===== src/rtl/spi_transfer_core.sv =====
// spi_transfer_core: SPI master shift engine with baud divider, CPOL/CPHA/LSBFE and abort handling
module spi_transfer_core (
  input  logic       PCLK,
  input  logic       PRESET_n,
  input  logic       send_data_i,
  input  logic [7:0] mosi_data_i,
  input  logic       mstr_i,
  input  logic       cpol_i,
  input  logic       cpha_i,
  input  logic       lsbfe_i,
  input  logic       spiswai_i,
  input  logic [1:0] spi_mode_i,
  input  logic [2:0] sppr_i,
  input  logic [2:0] spr_i,
  input  logic       miso_i,
  output logic       sclk_o,
  output logic       mosi_o,
  output logic       ss_o,
  output logic       tip_o,
  output logic       receive_data_o,
  output logic [7:0] miso_data_o
);
  typedef enum logic {IDLE, XFER} state_t;
  state_t      r_state;
  logic [10:0] r_half;
  logic [10:0] r_cnt;
  logic [4:0]  r_edges;
  logic [7:0]  r_tx;
  logic [7:0]  r_rx;
  logic [7:0]  r_miso_data;
  logic        r_lsbfe;
  logic        r_cpha;
  logic        r_ph;
  logic        r_mosi;
  logic        r_ss;
  logic        r_tip;
  logic        r_rxv;
  logic [10:0] w_half;
  logic [2:0]  w_n;
  logic [2:0]  w_idx;
  logic        w_start;
  logic        w_abort;
  logic        w_tick;
  logic        w_lead;
  logic        w_drive;
  logic        w_sample;
  logic        w_done;
  // Half period in PCLK cycles: (sppr+1) * 2^spr, i.e. half of the full divisor
  assign w_half   = 11'(sppr_i + 4'd1) << spr_i;
  assign w_start  = r_state == IDLE && send_data_i && mstr_i &&
                    (spi_mode_i == 2'b00 || (spi_mode_i == 2'b01 && !spiswai_i));
  assign w_abort  = r_state == XFER &&
                    (spi_mode_i == 2'b10 || (spi_mode_i == 2'b01 && spiswai_i) || !mstr_i);
  assign w_tick   = r_cnt == r_half - 11'd1;
  assign w_done   = w_tick && r_edges == 5'd16;
  // r_edges counts toggles already made; the upcoming toggle is leading when that count is even
  assign w_lead   = ~r_edges[0];
  assign w_n      = r_cpha ? r_edges[3:1] : r_edges[3:1] + {2'b00, r_edges[0]};
  assign w_idx    = r_lsbfe ? w_n : 3'd7 - w_n;
  assign w_drive  = r_cpha ? w_lead : (!w_lead && r_edges != 5'd15);
  assign w_sample = r_cpha ^ w_lead;
  assign sclk_o         = cpol_i ^ (r_tip & r_ph);
  assign mosi_o         = r_mosi;
  assign ss_o           = r_ss;
  assign tip_o          = r_tip;
  assign receive_data_o = r_rxv;
  assign miso_data_o    = r_miso_data;
  // Transfer sequencing: start capture, half-period timing, shifting, completion and abort
  always_ff @(posedge PCLK or negedge PRESET_n) begin
    if (!PRESET_n) begin
      r_state     <= IDLE;
      r_half      <= 11'd1;
      r_cnt       <= '0;
      r_edges     <= '0;
      r_tx        <= '0;
      r_rx        <= '0;
      r_miso_data <= '0;
      r_lsbfe     <= 1'b0;
      r_cpha      <= 1'b0;
      r_ph        <= 1'b0;
      r_mosi      <= 1'b0;
      r_ss        <= 1'b1;
      r_tip       <= 1'b0;
      r_rxv       <= 1'b0;
    end else begin
      r_rxv <= 1'b0;
      if (r_state == IDLE) begin
        if (w_start) begin
          r_state <= XFER;
          r_ss    <= 1'b0;
          r_tip   <= 1'b1;
          r_half  <= w_half;
          r_tx    <= mosi_data_i;
          r_lsbfe <= lsbfe_i;
          r_cpha  <= cpha_i;
          r_cnt   <= '0;
          r_edges <= '0;
          r_ph    <= 1'b0;
          if (!cpha_i) r_mosi <= mosi_data_i[lsbfe_i ? 3'd0 : 3'd7];
        end
      end else if (w_abort || w_done) begin
        r_state <= IDLE;
        r_ss    <= 1'b1;
        r_tip   <= 1'b0;
        r_cnt   <= '0;
        r_edges <= '0;
        r_ph    <= 1'b0;
        r_rxv   <= !w_abort;
        if (!w_abort) r_miso_data <= r_rx;
      end else if (w_tick) begin
        r_cnt   <= '0;
        r_edges <= r_edges + 5'd1;
        if (r_edges != 5'd16) r_ph <= ~r_ph;
        if (r_edges != 5'd16 && w_drive) r_mosi <= r_tx[w_idx];
        if (r_edges != 5'd16 && w_sample) r_rx <= r_lsbfe ? {miso_i, r_rx[7:1]} : {r_rx[6:0], miso_i};
      end else begin
        r_cnt <= r_cnt + 11'd1;
      end
    end
  end
endmodule


===== config.mk =====
export PLATFORM = sky130hd
export DESIGN_NAME = spi_transfer_core
export DESIGN_NICKNAME = d
export VERILOG_FILES = /design/src/rtl/spi_transfer_core.sv
export SDC_FILE = /design/constraint.sdc
export NUM_CORES = 1
export LEC_CHECK = 0
export BUFFER_PORTS_ARGS = -buffer_cell sky130_fd_sc_hd__buf_2
export CAP_MARGIN = 5
export CELL_PAD_IN_SITES_DETAIL_PLACEMENT = 1
export CELL_PAD_IN_SITES_GLOBAL_PLACEMENT = 2
export CORE_ASPECT_RATIO = 0.8
export CORE_UTILIZATION = 33
export DETAILED_ROUTE_END_ITERATION = 10
export GPL_TIMING_DRIVEN = 0
export PLACE_DENSITY = 0.78
export SLEW_MARGIN = 10
export SYNTH_ARGS = -nofsm -noshare
export SYNTH_HDL_FRONTEND = slang
export SYNTH_SLANG_ARGS = --single-unit

===== constraint.sdc =====
create_clock -name PCLK -period 2.79 [get_ports PCLK]
set_input_delay 0.279 -clock PCLK [delete_from_list [all_inputs] [get_ports PCLK]]
set_output_delay 0.279 -clock PCLK [all_outputs]
set_load 0.01 [all_outputs]

# Word level (Yosys, flattened, before mapping)
# Cells that the tools add are included.
[word_totals]
regBits = 59
inputBits = 25
output_inout_bits = 13
wordCells = 108
[classes]
n_addsub = 6
magnitude_cmp = 2
eq_ne = 13
shifts = 1
muxes = 38
bitwise = 8
n_reduce_logical = 26
[op_table]
columns = ["cell", "n"]
rows = [
  ["two-way mux 11 bit", 4],
  ["two-way mux 1 bit", 24],
  ["two-way mux 5 bit", 4],
  ["adder 11 x 1 -> 11 bit, second input constant", 1],
  ["equality test 11 bit", 1],
  ["<< shifter 4 x 3 -> 11 bit", 1],
  ["subtractor 11 x 1 -> 11 bit, second input constant", 1],
  ["logical AND 1 bit", 10],
  ["two-way mux 3 bit", 3],
  ["less-than comparator 3 x 4 -> 1 bit, second input constant", 2],
  ["two-way mux 8 bit", 1],
  ["!= test 2 x 1 -> 1 bit, second input constant", 4],
  ["binary-select mux 1 bit (select 3 bit)", 2],
  ["!= test 3 x 1 -> 1 bit, second input constant", 2],
  ["AND reduction 2 bit", 3],
  ["AND reduction 3 bit", 2],
  ["adder 5 x 1 -> 5 bit, second input constant", 1],
  ["equality test 5 bit, second input constant", 1],
  ["!= test 5 x 4 -> 1 bit, second input constant", 1],
  ["!= test 5 bit, second input constant", 1],
  ["inverter 1 bit", 5],
  ["AND reduction 5 bit", 1],
  ["adder 3 x 1 -> 4 bit, second input constant", 1],
  ["logical OR 1 bit", 4],
  ["11 further kinds", 14],
]

# Longest topological paths before layout
# Gate-level depths: netlist of run 1.
[logic_depth]
depth_word = 10
depth_mapped = 10
mapped_depth_nobuf = 9

# Worst setup path before layout of run 1
# Ideal clock, no wire load.
[synth_timing]
path_kind = "register -> register"
start = "register r_half[3]"
end = "register r_rx[0]"
setup_ns = 0.125
t_arrival_ns = 2.803
required_time_ns = 2.665
setup_slack_ns = -0.138
path_stages_with_launch = 9
n_path_buf = 1
synth_period_minus_slack_ns = 2.928
path_cell_list = "dfrtp_1 > or4_1 > buf_2 > xor2_1 > o31a_1 > nor4_4 > nand3_2 > nor4_4 > mux2_2"
[synth_via]
elab_chain_len = 6
[synth_lines]
columns = ["item", "line_no", "source"]
rows = [
  ["start, declared", "25", "logic [10:0] r_half;"],
  ["start signal, assigned", "92", "r_half <= w_half;"],
  ["subtractor 11 x 1 -> 11 bit *", "54", "assign w_tick = r_cnt == r_half - 11'd1;"],
  ["equality test 11 bit *", "54", ""],
  ["logical AND 1 bit", "55", "assign w_done = w_tick && r_edges == 5'd16;"],
  ["logical OR 1 bit", "101", "end else if (w_abort || w_done) begin"],
  ["inverter 1 bit (no line)", "-", ""],
  ["AND reduction 4 bit (no line) *", "-", ""],
  ["end signal, assigned", "115", "if (r_edges != 5'd16 && w_sample) r_rx <= r_lsbfe ? {miso_i, r_rx[7:1]} : {r_rx[6:0], miso_i};"],
  ["end, declared", "29", "logic [7:0] r_rx;"],
]
# Every way passes the cells marked *; elsewhere a longest branch is shown, timed or not.
# A chain may end at the register's enable or synchronous reset.

# Worst setup path in the final report of run 1
[layout_timing]
start = "register r_half[5]"
end = "register r_miso_data[1], in the netlist miso_data_o[1]"
[layout_via]
elab_chain_len = 5
[layout_lines]
columns = ["item", "line_no", "source"]
rows = [
  ["subtractor 11 x 1 -> 11 bit", "54", ""],
  ["equality test 11 bit", "54", ""],
  ["logical AND 1 bit", "55", ""],
  ["logical OR 1 bit", "101", ""],
  ["AND reduction 3 bit (no line)", "-", ""],
  ["end signal, assigned", "109", "if (!w_abort) r_miso_data <= r_rx;"],
  ["end, declared", "30", "logic [7:0] r_miso_data;"],
]
# Every way passes these cells.

==> out/metrics.cfg, run 1 <==
[synth]
syn_nets=392
ys_top_cells_by_area=dfrtp_1, mux2_2, nand2_1, o21ai_0, xnor2_1
synth_edf_count=0
synth_xor_area_share_pct=5.391
netlist_area_sq_um=3412
synth_fa_ha_area_share_pct=2.567
synth_top_flop_cell=dfrtp_1
ys_async_sr_fraction_pct=100.0
synth-simple-area-share_pct=21.05
yosys_register_bits=59
netlist_instances=360
synth_area_leader_cell=dfrtp_1
avgSynthCellArea_sq_um=9.478
netlist-cell-type-count=48
synth_top_area_share_pct=41.80
synth-compound-area-share_pct=11.00
yosysWarnings=0
synth_seq_area_share_pct=43.34
synth.mux.area_fraction_pct=12.61
synth_top_family_by_area=simple AND/OR/NAND/NOR gates

[power]
p_leak_uw=0.001941
switching_share_pct=28.98
p_per_area_nw_per_um2=619.2
comb_power_share_pct=20.5
seq_power_share_pct=37.7
power.switching_uw=766.3
p_clk_share_pct=41.8
internal-power_uw=1878
vdd_drop_max_mv=0.2587

[drt]
routed.top_layer=met4
wl_met1_microns=4716
drtAntennaViolNets=0
drc=0
route.met2.wl_microns=4108
met3_length_microns=283
vias=2881
avgRoutedWirePerCell_microns=16.54
drt_iter0_markers=149
firstDrtPassIters=4
via_per_inst=5.172
routed_wl_microns=9213

[worst_setup_path]
crit_slowest_cell=or4_4
max_stage_delay_ns=0.57
cp_cell_sequence=or4_4, buf_6, nor4_2, nand4b_1, nand4_1, buf_4, nand3_4, or3_4, mux2_2
startpoint=r_half[5]$_DFFE_PN0P_
cp_num_buf_inv=2
end_kind=flip-flop
worstPathRequired_ns=3.00
worst_r2r_path_depth=9
worstSetupPathType=reg2reg
cpLargestDelayFamily=simple AND/OR/NAND/NOR gates
cp.depth=9
worstSetupStartpointType=flip-flop
r2r-start=r_half[5]$_DFFE_PN0P_
regToRegEndpoint=miso_data_o[1]$_DFFE_PN0P_
arrival_ns=2.93
r2r_slack_ns=0.06
crit_fanout=8
crit_end=miso_data_o[1]$_DFFE_PN0P_

[die]
die_area_sq_um=10750
die_y_microns=92.95
ios=38
die_w_microns=115.7
core_sq_um=9849
row_count=32
start_util_pct=34.64

[grt]
grt_pass1_wl_microns=15420
grt_pass1_vias=2920
antenna_found_initial=0
grt-ovfl-total=0
grt_max_degree=60
grt_usage_pct=18.93

[placed_design]
post_dp_cell_area_sq_um=3785
portBuffers=34
pre_cts_ws_ns=-0.5720
gp_congestion=0.7557
post-dp-hpwl_microns=6413

[sta]
setup_viol=0
fin_skew_ns=0.008427
hold_ws_ns=0.03001
hold_viol=0
finalCritPeriodShare_pct=97.73
fin_ws_ns=0.06322
relSlewSlack_pct=44.25
finalMaxSlewViolations=0
fmax_mhz=366.7
worstMarginPinSlew_ns=0.8299
finalCriticalPeriod_ns=2.727

[finish]
design_area_sq_um=4270
drive_gt1_share_pct=26.84
area_growth_pct=25.16
fill_cells=1159
seq_area_sq_um=1481
fin_nets=448
multiInputGateArea_sq_um=1907
antenna_cells=0

[hold_path]
min_path_type=in2async

[cts]
clk_pin_slew_ns=0.05
clockBufferDepth=2
clk_latency_ns=0.33
cts_htree_levels=3
cts.sinks=59
cts_tree=yes
cts_buffers=9
clockRootBuffer=clkbuf_16

[run_status]
status=completed

[run]
cap_violations=0

synth_stat cells (2+ instances only):
cell type  number
nor3_1          7
nor4_1          4
nand3_1        16
mux4_2          2
dfstp_2         2
o211ai_1        3
o221ai_1        2
nand3b_1        3
or3_1           5
nor2_1         20
o311ai_0        2
or4_1           2
nand2b_1        6
ha_1            7
nor2b_1         3
o21a_1          2
o31ai_1         5
o21ai_0        22
clkbuf_1       15
nor4_4          2
nand2_1        60
mux2_2         28
xnor2_1        12
mux2i_1         7
nand4_1         5
xor2_1          9
dfrtp_1        57
a21oi_1         9
inv_1          15
buf_2           2
o32a_1          2
and3_1          5
a22o_1          4
sequential cells by signal, indices dropped and copies added (netlist names):
name	count
miso_data_o	8
mosi_o	1
r_cnt	11
r_cpha	1
r_edges	5
r_half	11
r_lsbfe	1
r_ph	1
r_rx	8
r_state	1
r_tx	8
receive_data_o	1
ss_o	1
tip_o	1
worst register-to-register path, delay by kind of cell (launching register included):
| kind | cells | cell delay (ns) |
|---|---|---|
| buf+inv | 2 | 0.31 |
| flops | 1 | 0.41 |
| mux | 1 | 0.31 |
| simple gates | 6 | 1.60 |
metal layers:
metal	track usage, %	vias up
li1	-	1374
met1	27.22	1444
met2	28.24	54
met3	4.188	9
met4	5.556	0
met5	0	-
layout make-up:
type                       instances  share of cell area, %
clock inverter                     5                  1.231
buffer                            15                  1.494
tap                              136                  3.985
sequential                        59                  34.69
inverter                          15                  1.318
multi-input combinational        267                  44.65
timing repair buffer              49                  6.944
clock buffer                      11                  5.684
logic make-up after synthesis:
| kind of cell | after synthesis |
|---|---|
| muxes | 37 |
| xor gates and xnor gates | 21 |
| and+or+nand+nor | 144 |
| buffers and inverters | 34 |
| AOI/OAI and AO/OA | 58 |
| adders and majority gates | 7 |
| DFF | 59 |
power groups by stage:
stage / Clock, uW / Sequential, uW / Combinational, uW
6_report: 1110 / 996 / 542
5_1_grt: 1160 / 1010 / 601
4_1_cts: 1130 / 991 / 524
3_5_place_dp: 0 / 1010 / 463
3_3_place_gp: 0 / 1000 / 452
2_1_floorplan: 0 / 986 / 333
repair_timing:
item,4_1_cts,5_1_grt
buffers inserted,10,5
resized for setup,13,14
setup endpoints to repair,32,35
pin swaps,6,6
hold buffers,0,0
cells in the final DEF, fill, tap and decap left out, drive strengths merged, types with 3 or more instances in the layout:
| cell | count |
|---|---|
| nor2 | 20 |
| clkbuf | 24 |
| inv | 15 |
| mux2i | 7 |
| nand2b | 6 |
| ha | 7 |
| buf | 51 |
| a22o | 4 |
| o211ai | 3 |
| nand4 | 5 |
| nor4 | 6 |
| and3 | 5 |
| xor2 | 9 |
| nor2b | 3 |
| dfrtp | 57 |
| mux2 | 28 |
| o21ai | 22 |
| clkinv | 3 |
| nand2 | 60 |
| nand3 | 17 |
| o31ai | 5 |
| nor3 | 7 |
| or3 | 5 |
| xnor2 | 12 |
| a21oi | 9 |
| nand3b | 3 |
stage by stage:
stage | utilization [%] | TNS [ns] | instances | power (uW)
6_report | 43.36 | 0 | 557 | 2644
5_1_grt | 43.36 | -0.1726 | 557 | 2766
4_1_cts | 42.64 | -0.8864 | 554 | 2645
3_5_place_dp | 38.43 | -10.83 | 530 | 1470
3_3_place_gp | 38.40 | -10.11 | 530 | 1455
2_1_floorplan | - | -0.8034 | 360 | 1319
worst min-delay path by stage:
stage                                   start                    endpoint  slack, ns  depth (start not counted)
after floorplan                      PRESET_n  miso_data_o[0]$_DFFE_PN0P_      -0.02                          0
after global placement    r_tx[7]$_DFFE_PN0P_         r_tx[7]$_DFFE_PN0P_       0.46                          2
after detailed placement             PRESET_n       r_half[9]$_DFFE_PN0P_       0.42                          1
after CTS                            PRESET_n        r_cnt[5]$_DFFE_PN0P_       0.07                          1
after global routing                 PRESET_n       r_half[1]$_DFFE_PN0P_       0.11                          1
final                                PRESET_n       r_half[9]$_DFFE_PN0P_       0.03                          1
Power figures use the tool's default switching activity.
==> run 2: changes to the inputs <==
Settings changed: BUFFER_PORTS_ARGS -buffer_cell sky130_fd_sc_hd__buf_2 to -buffer_cell sky130_fd_sc_hd__clkbuf_2.
==> out/metrics.cfg, run 2 (synthesized netlist as in run 1, its figures left out) <==
[worst_setup_path]
end_kind=flip-flop
crit_fanout=8  ; unchanged
worst_r2r_path_depth=7  ; -2
worstPathRequired_ns=3.00  ; about the same
arrival_ns=2.91  ; -0.02 ns
worstSetupPathType=reg2reg
r2r-start=r_half[6]$_DFFE_PN0P_
r2r_slack_ns=0.09  ; +0.03 ns
worstSetupStartpointType=flip-flop
regToRegEndpoint=miso_data_o[1]$_DFFE_PN0P_

[sta]
relSlewSlack_pct=44.19  ; -0.060 points
finalCriticalPeriod_ns=2.700  ; -0.02662 ns
fmax_mhz=370.3  ; +0.99%
hold_viol=0  ; unchanged
fin_skew_ns=0.007693  ; -0.0007332 ns
finalMaxSlewViolations=0  ; unchanged
worstMarginPinSlew_ns=0.8308  ; +0.0008903 ns
finalCritPeriodShare_pct=96.78  ; -0.95 points
setup_viol=0  ; unchanged

[drt]
drtAntennaViolNets=0  ; unchanged
routed_wl_microns=9218  ; about the same
firstDrtPassIters=4  ; unchanged
drt_iter0_markers=104  ; -30%
vias=2845  ; -1.2%
via_per_inst=5.126  ; -0.89%
drc=0  ; unchanged
avgRoutedWirePerCell_microns=16.61  ; +0.41%

[hold_path]
whs_path_depth=3
min_path_type=in2reg
hold_end=r_tx[6]$_DFFE_PN0P_
hp-start=mosi_data_i[6]

[finish]
final_cell_mix=nand2_1, dfrtp_1, clkbuf_2, nor2_1, o21ai_0
largest_registers=r_cnt: 11 flops, r_half: 11 flops
drive_gt1_share_pct=26.97  ; +0.13 points
mostFrequentLayoutCell=nand2_1
fin_nets=446  ; -0.45%
antenna_cells=0  ; unchanged
design_area_sq_um=4350  ; +1.9%
area_growth_pct=27.50

[cts]
clockBufferDepth=2  ; unchanged
clockRootBuffer=clkbuf_16
clk_latency_ns=0.33  ; about the same
cts_buffers=9  ; unchanged
clk_pin_slew_ns=0.05  ; about the same
cts_tree=yes
cts.sinks=59  ; unchanged
cts_htree_levels=3  ; unchanged

[die]
die_area_sq_um=10750  ; unchanged
start_util_pct=34.64  ; unchanged
ios=38  ; unchanged
die_y_microns=92.95  ; unchanged
row_count=32  ; unchanged
die_w_microns=115.7  ; unchanged
core_sq_um=9849  ; unchanged

[power]
p_per_area_nw_per_um2=660.6  ; +6.7%
p_leak_uw=0.001966  ; +1.3%
power_uw=2874  ; +8.7%
vdd_drop_max_mv=0.3278  ; +27%

[grt]
grt_pass1_wl_microns=15170  ; -1.6%
grt_max_degree=50  ; -17%
grt-ovfl-total=0  ; unchanged
grt_pass1_vias=2928  ; +0.27%
grt_usage_pct=18.71  ; -0.22 points
antenna_found_initial=0  ; unchanged

[run_status]
status=completed

[placed_design]
gp_congestion=0.7760  ; +2.7%
post_dp_cell_area_sq_um=3812  ; +0.73%
portBuffers=34  ; unchanged
post-dp-hpwl_microns=6551  ; +2.2%

[run]
cap_violations=0  ; unchanged

-- run 2: worst max-delay path, cell delays in order (launching register included) --
cell and delay [ns]:
dfrtp_1 0.40, or4_4 0.58, xor2_1 0.18, o31a_1 0.28, nor4_4 0.23, nand3_4 0.15, or3_4 0.43, mux2_4 0.33
-- run 2: how the worst max path moves through the flow --
stage / start / endpoint / slack, ns / depth (start not counted)
after CTS: r_half[6]$_DFFE_PN0P_ / miso_data_o[1]$_DFFE_PN0P_ / -0.09 / 9
after global routing: r_half[6]$_DFFE_PN0P_ / miso_data_o[1]$_DFFE_PN0P_ / -0.0001 / 7
final: r_half[6]$_DFFE_PN0P_ / miso_data_o[1]$_DFFE_PN0P_ / 0.09 / 7
after detailed placement: r_half[2]$_DFFE_PN0P_ / r_rx[7]$_DFFE_PN0P_ / -0.52 / 9
after floorplan: r_half[6]$_DFFE_PN0P_ / r_rx[0]$_DFFE_PN0P_ / -0.10 / 8
after global placement: r_half[2]$_DFFE_PN0P_ / r_rx[0]$_DFFE_PN0P_ / -0.50 / 9
-- run 2: metal layers --
layer	routed length [microns]	share of wire (%)	global-route usage [%]	vias up
li1	-	-	-	1381
met1	4674	51	26.92	1408
met2	4122	45	28.04	43
met3	296	3.2	3.927	13
met4	125	1.4	5.449	0
met5	0	0	0	-
-- run 2: report_power, final --
| group | leakage, uW | internal, uW | switching (uW) |
|---|---|---|---|
| registers | 0.000787 | 927 | 70.5 |
| logic | 0.00100 | 236 | 300 |
| clock network | 0.000179 | 943 | 397 |
| total | 0.00197 | 2110 | 768 |
-- run 2: area by class of cell --
type | count | area [sq um]
clock buffer | 12 | 266.5
fill | 1160 | 5499
multi-input combinational | 267 | 1924
timing repair buffer | 48 | 300.3
tap | 136 | 170.2
inverter | 15 | 56.30
sequential | 59 | 1481
buffer | 14 | 56.30
clock inverter | 4 | 95.09
-- run 2: stage by stage --
stage / setup slack [ns] / hold WS (ns) / util, % / setup TNS [ns] / std cells
4_1_cts: -0.09229 / 0.1347 / 43.85 / -0.9310 / 559
6_report: 0.08984 / 0.1373 / 44.17 / 0 / 555
2_1_floorplan: -0.1004 / -0.01659 / - / -0.8034 / 360
5_1_grt: -0.0001006 / 0.1423 / 44.17 / -0.0001006 / 555
3_5_place_dp: -0.5213 / 0.1739 / 38.71 / -12.23 / 531
3_3_place_gp: -0.4965 / 0.4582 / 38.40 / -9.993 / 530
-- run 2: timing repair --
action                                  CTS  global route
setup buffers                            12             0
hold buffers                              1             0
endpoints found under the hold margin     9             0
resized for setup                        12            14
pin swaps                                 6             4
endpoints found under the setup margin   35            31
==> run 3: changes to the inputs <==
Settings changed: GPL_ROUTABILITY_DRIVEN from default to 1, PLACE_DENSITY 0.78 to default, PLACE_DENSITY_LB_ADDON from default to 0.1.
==> out/metrics.cfg, run 3 (synthesized netlist as in run 1, its figures left out) <==
[finish]
finalCoreUtilization_pct=43.24  ; -0.93 points
fill_cells=1149  ; -0.95%
mostFrequentLayoutCell=nand2_1
multiInputGateArea_sq_um=1916  ; -0.46%
fin_nets=445  ; -0.22%
layoutNonFillerInstCount=554  ; -0.18%
area_growth_pct=24.83
largest_registers=r_cnt: 11 flops, r_half: 11 flops
drive_gt1_share_pct=25.60  ; -1.4 points
seq_area_sq_um=1480  ; about the same
final_cell_mix=nand2_1, dfrtp_1, clkbuf_2, o21ai_0, nor2_1
antenna_cells=0  ; unchanged

[placed_design]
post-dp-hpwl_microns=6292  ; -4.0%
numPlacedInstances=531  ; unchanged
portBuffers=34  ; unchanged
gp_congestion=0.7402  ; -4.6%

[worst_setup_path]
r2r_slack_ns=0.03  ; -0.06 ns
worstSetupPathType=reg2reg
max_stage_delay_ns=0.58  ; about the same
worstSetupStartpointType=flip-flop
r2r-start=r_half[5]$_DFFE_PN0P_
crit_slowest_cell=or4_4
arrival_ns=2.97  ; +0.06 ns
startpoint=r_half[5]$_DFFE_PN0P_
worstPathRequired_ns=3.00  ; about the same
crit_fanout=8  ; unchanged
end_kind=flip-flop
cp_cell_sequence=or4_4, xor2_1, o31a_1, nor4_4, buf_4, nand3_4, or3_4, mux2_4

[grt]
grt_pass1_vias=2831  ; -3.3%
grt_max_degree=35  ; -30%
antenna_found_initial=0  ; unchanged
grt_pass1_wl_microns=14550  ; -4.1%
grt_usage_pct=17.74  ; -0.98 points
grt-ovfl-total=0  ; unchanged

[cts]
cts_tree=yes
clockBufferDepth=2  ; unchanged
clk_latency_ns=0.32  ; about the same
cts_htree_levels=3  ; unchanged
cts_buffers=9  ; unchanged
cts.sinks=59  ; unchanged
clk_pin_slew_ns=0.05  ; about the same
clockRootBuffer=clkbuf_16

[drt]
drc=0  ; unchanged
drtAntennaViolNets=0  ; unchanged
firstDrtPassIters=4  ; unchanged
avgRoutedWirePerCell_microns=15.55  ; -6.4%
via_per_inst=5.042  ; -1.7%
routed_wl_microns=8614  ; -6.6%
drt_iter0_markers=81  ; -22%
vias=2793  ; -1.8%

[sta]
setup_viol=0  ; unchanged
worstMarginPinSlew_ns=0.8090  ; -0.02179 ns
hold_ws_ns=0.1476  ; +0.01029 ns
finalCritPeriodShare_pct=99.04  ; +2.3 points
finalCriticalPeriod_ns=2.763  ; +0.06307 ns
tns_ns=0  ; unchanged
fin_skew_ns=0.007702  ; +0.000008960 ns
finalMaxSlewViolations=0  ; unchanged
rsz0062_at_grt=true
hold_viol=0  ; unchanged
fmax_mhz=361.9  ; -2.3%
relSlewSlack_pct=45.65  ; +1.5 points

[power]
p_leak_uw=0.001916  ; -2.5%
p_per_area_nw_per_um2=599.6  ; -9.2%
power_uw=2554  ; -11%
vdd_drop_max_mv=0.2822  ; -14%

[die]
ios=38  ; unchanged
die_w_microns=115.7  ; unchanged
start_util_pct=34.64  ; unchanged
die_area_sq_um=10750  ; unchanged
core_sq_um=9849  ; unchanged
row_count=32  ; unchanged
die_y_microns=92.95  ; unchanged

[hold_path]
min_path_type=in2reg
hp-start=mosi_data_i[1]

[run_status]
status=completed

[run]
cap_violations=0  ; unchanged

run 3: cell count changes in the layout (fill, tap and decap cells not counted), sizes merged:
| cell | before | now |
|---|---|---|
| clkinv | 1 | 3 |
| buf | 15 | 13 |
| clkbuf | 58 | 60 |
| bufinv | 3 | 0 |
run 3: final cells by class:
| class | count | share of cell area (%) |
|---|---|---|
| inverters | 15 | 1.322 |
| flip-flops and latches | 59 | 34.75 |
| clock buffers | 13 | 6.110 |
| repair buffers | 46 | 6.992 |
| well taps | 136 | 3.995 |
| clock inverters | 3 | 0.3525 |
| multi-input cells | 267 | 44.98 |
| plain buffers | 15 | 1.498 |
run 3: what timing repair did:
action                                  4_1_cts  5_1_grt
resized for setup                            10       15
endpoints found under the setup margin       33       36
hold endpoints to repair                     25        0
buffers inserted                              9        1
pin swaps                                     4        7
hold buffers                                  1        0
run 3: worst paths after layout:
check                      depth (start not counted)                         end
max                                                8  miso_data_o[2]$_DFFE_PN0P_
min                                                3         r_tx[1]$_DFFE_PN0P_
max reg2reg                                        8  miso_data_o[2]$_DFFE_PN0P_
min reg2reg                                        2         r_tx[7]$_DFFE_PN0P_
max in group asynchronous                          3       r_half[0]$_DFFE_PN1P_
min in group asynchronous                          2        r_cnt[6]$_DFFE_PN0P_
run 3: power by group:
| part | leakage (uW) | internal [uW] | switching (uW) |
|---|---|---|---|
| sequential | 0.000788 | 927 | 68.2 |
| clock | 0.000139 | 644 | 373 |
| combinational | 0.000989 | 242 | 300 |
run 3: per-stage QoR:
stage	instance area (sq um)	setup WS, ns
global placement	3782	-0.5611
floorplan	3442	-0.1004
detailed placement	3805	-0.5321
CTS	4209	-0.07649
finish	4259	0.02677
global route	4259	-0.06764
run 3: routing by layer:
metal	wire length [microns]	global-route usage, %
met1	4608	25.80
met3	245	3.927
met5	0	0
met2	3655	26.25
met4	104	4.808
run 3: critical path: cells and delay by family (launching register included):
kind,cells,cell delay (ns)
mux,1,0.32
compound gates,1,0.33
flops,1,0.40
xor+xnor,1,0.16
buf+inv,1,0.17
simple gates,4,1.26
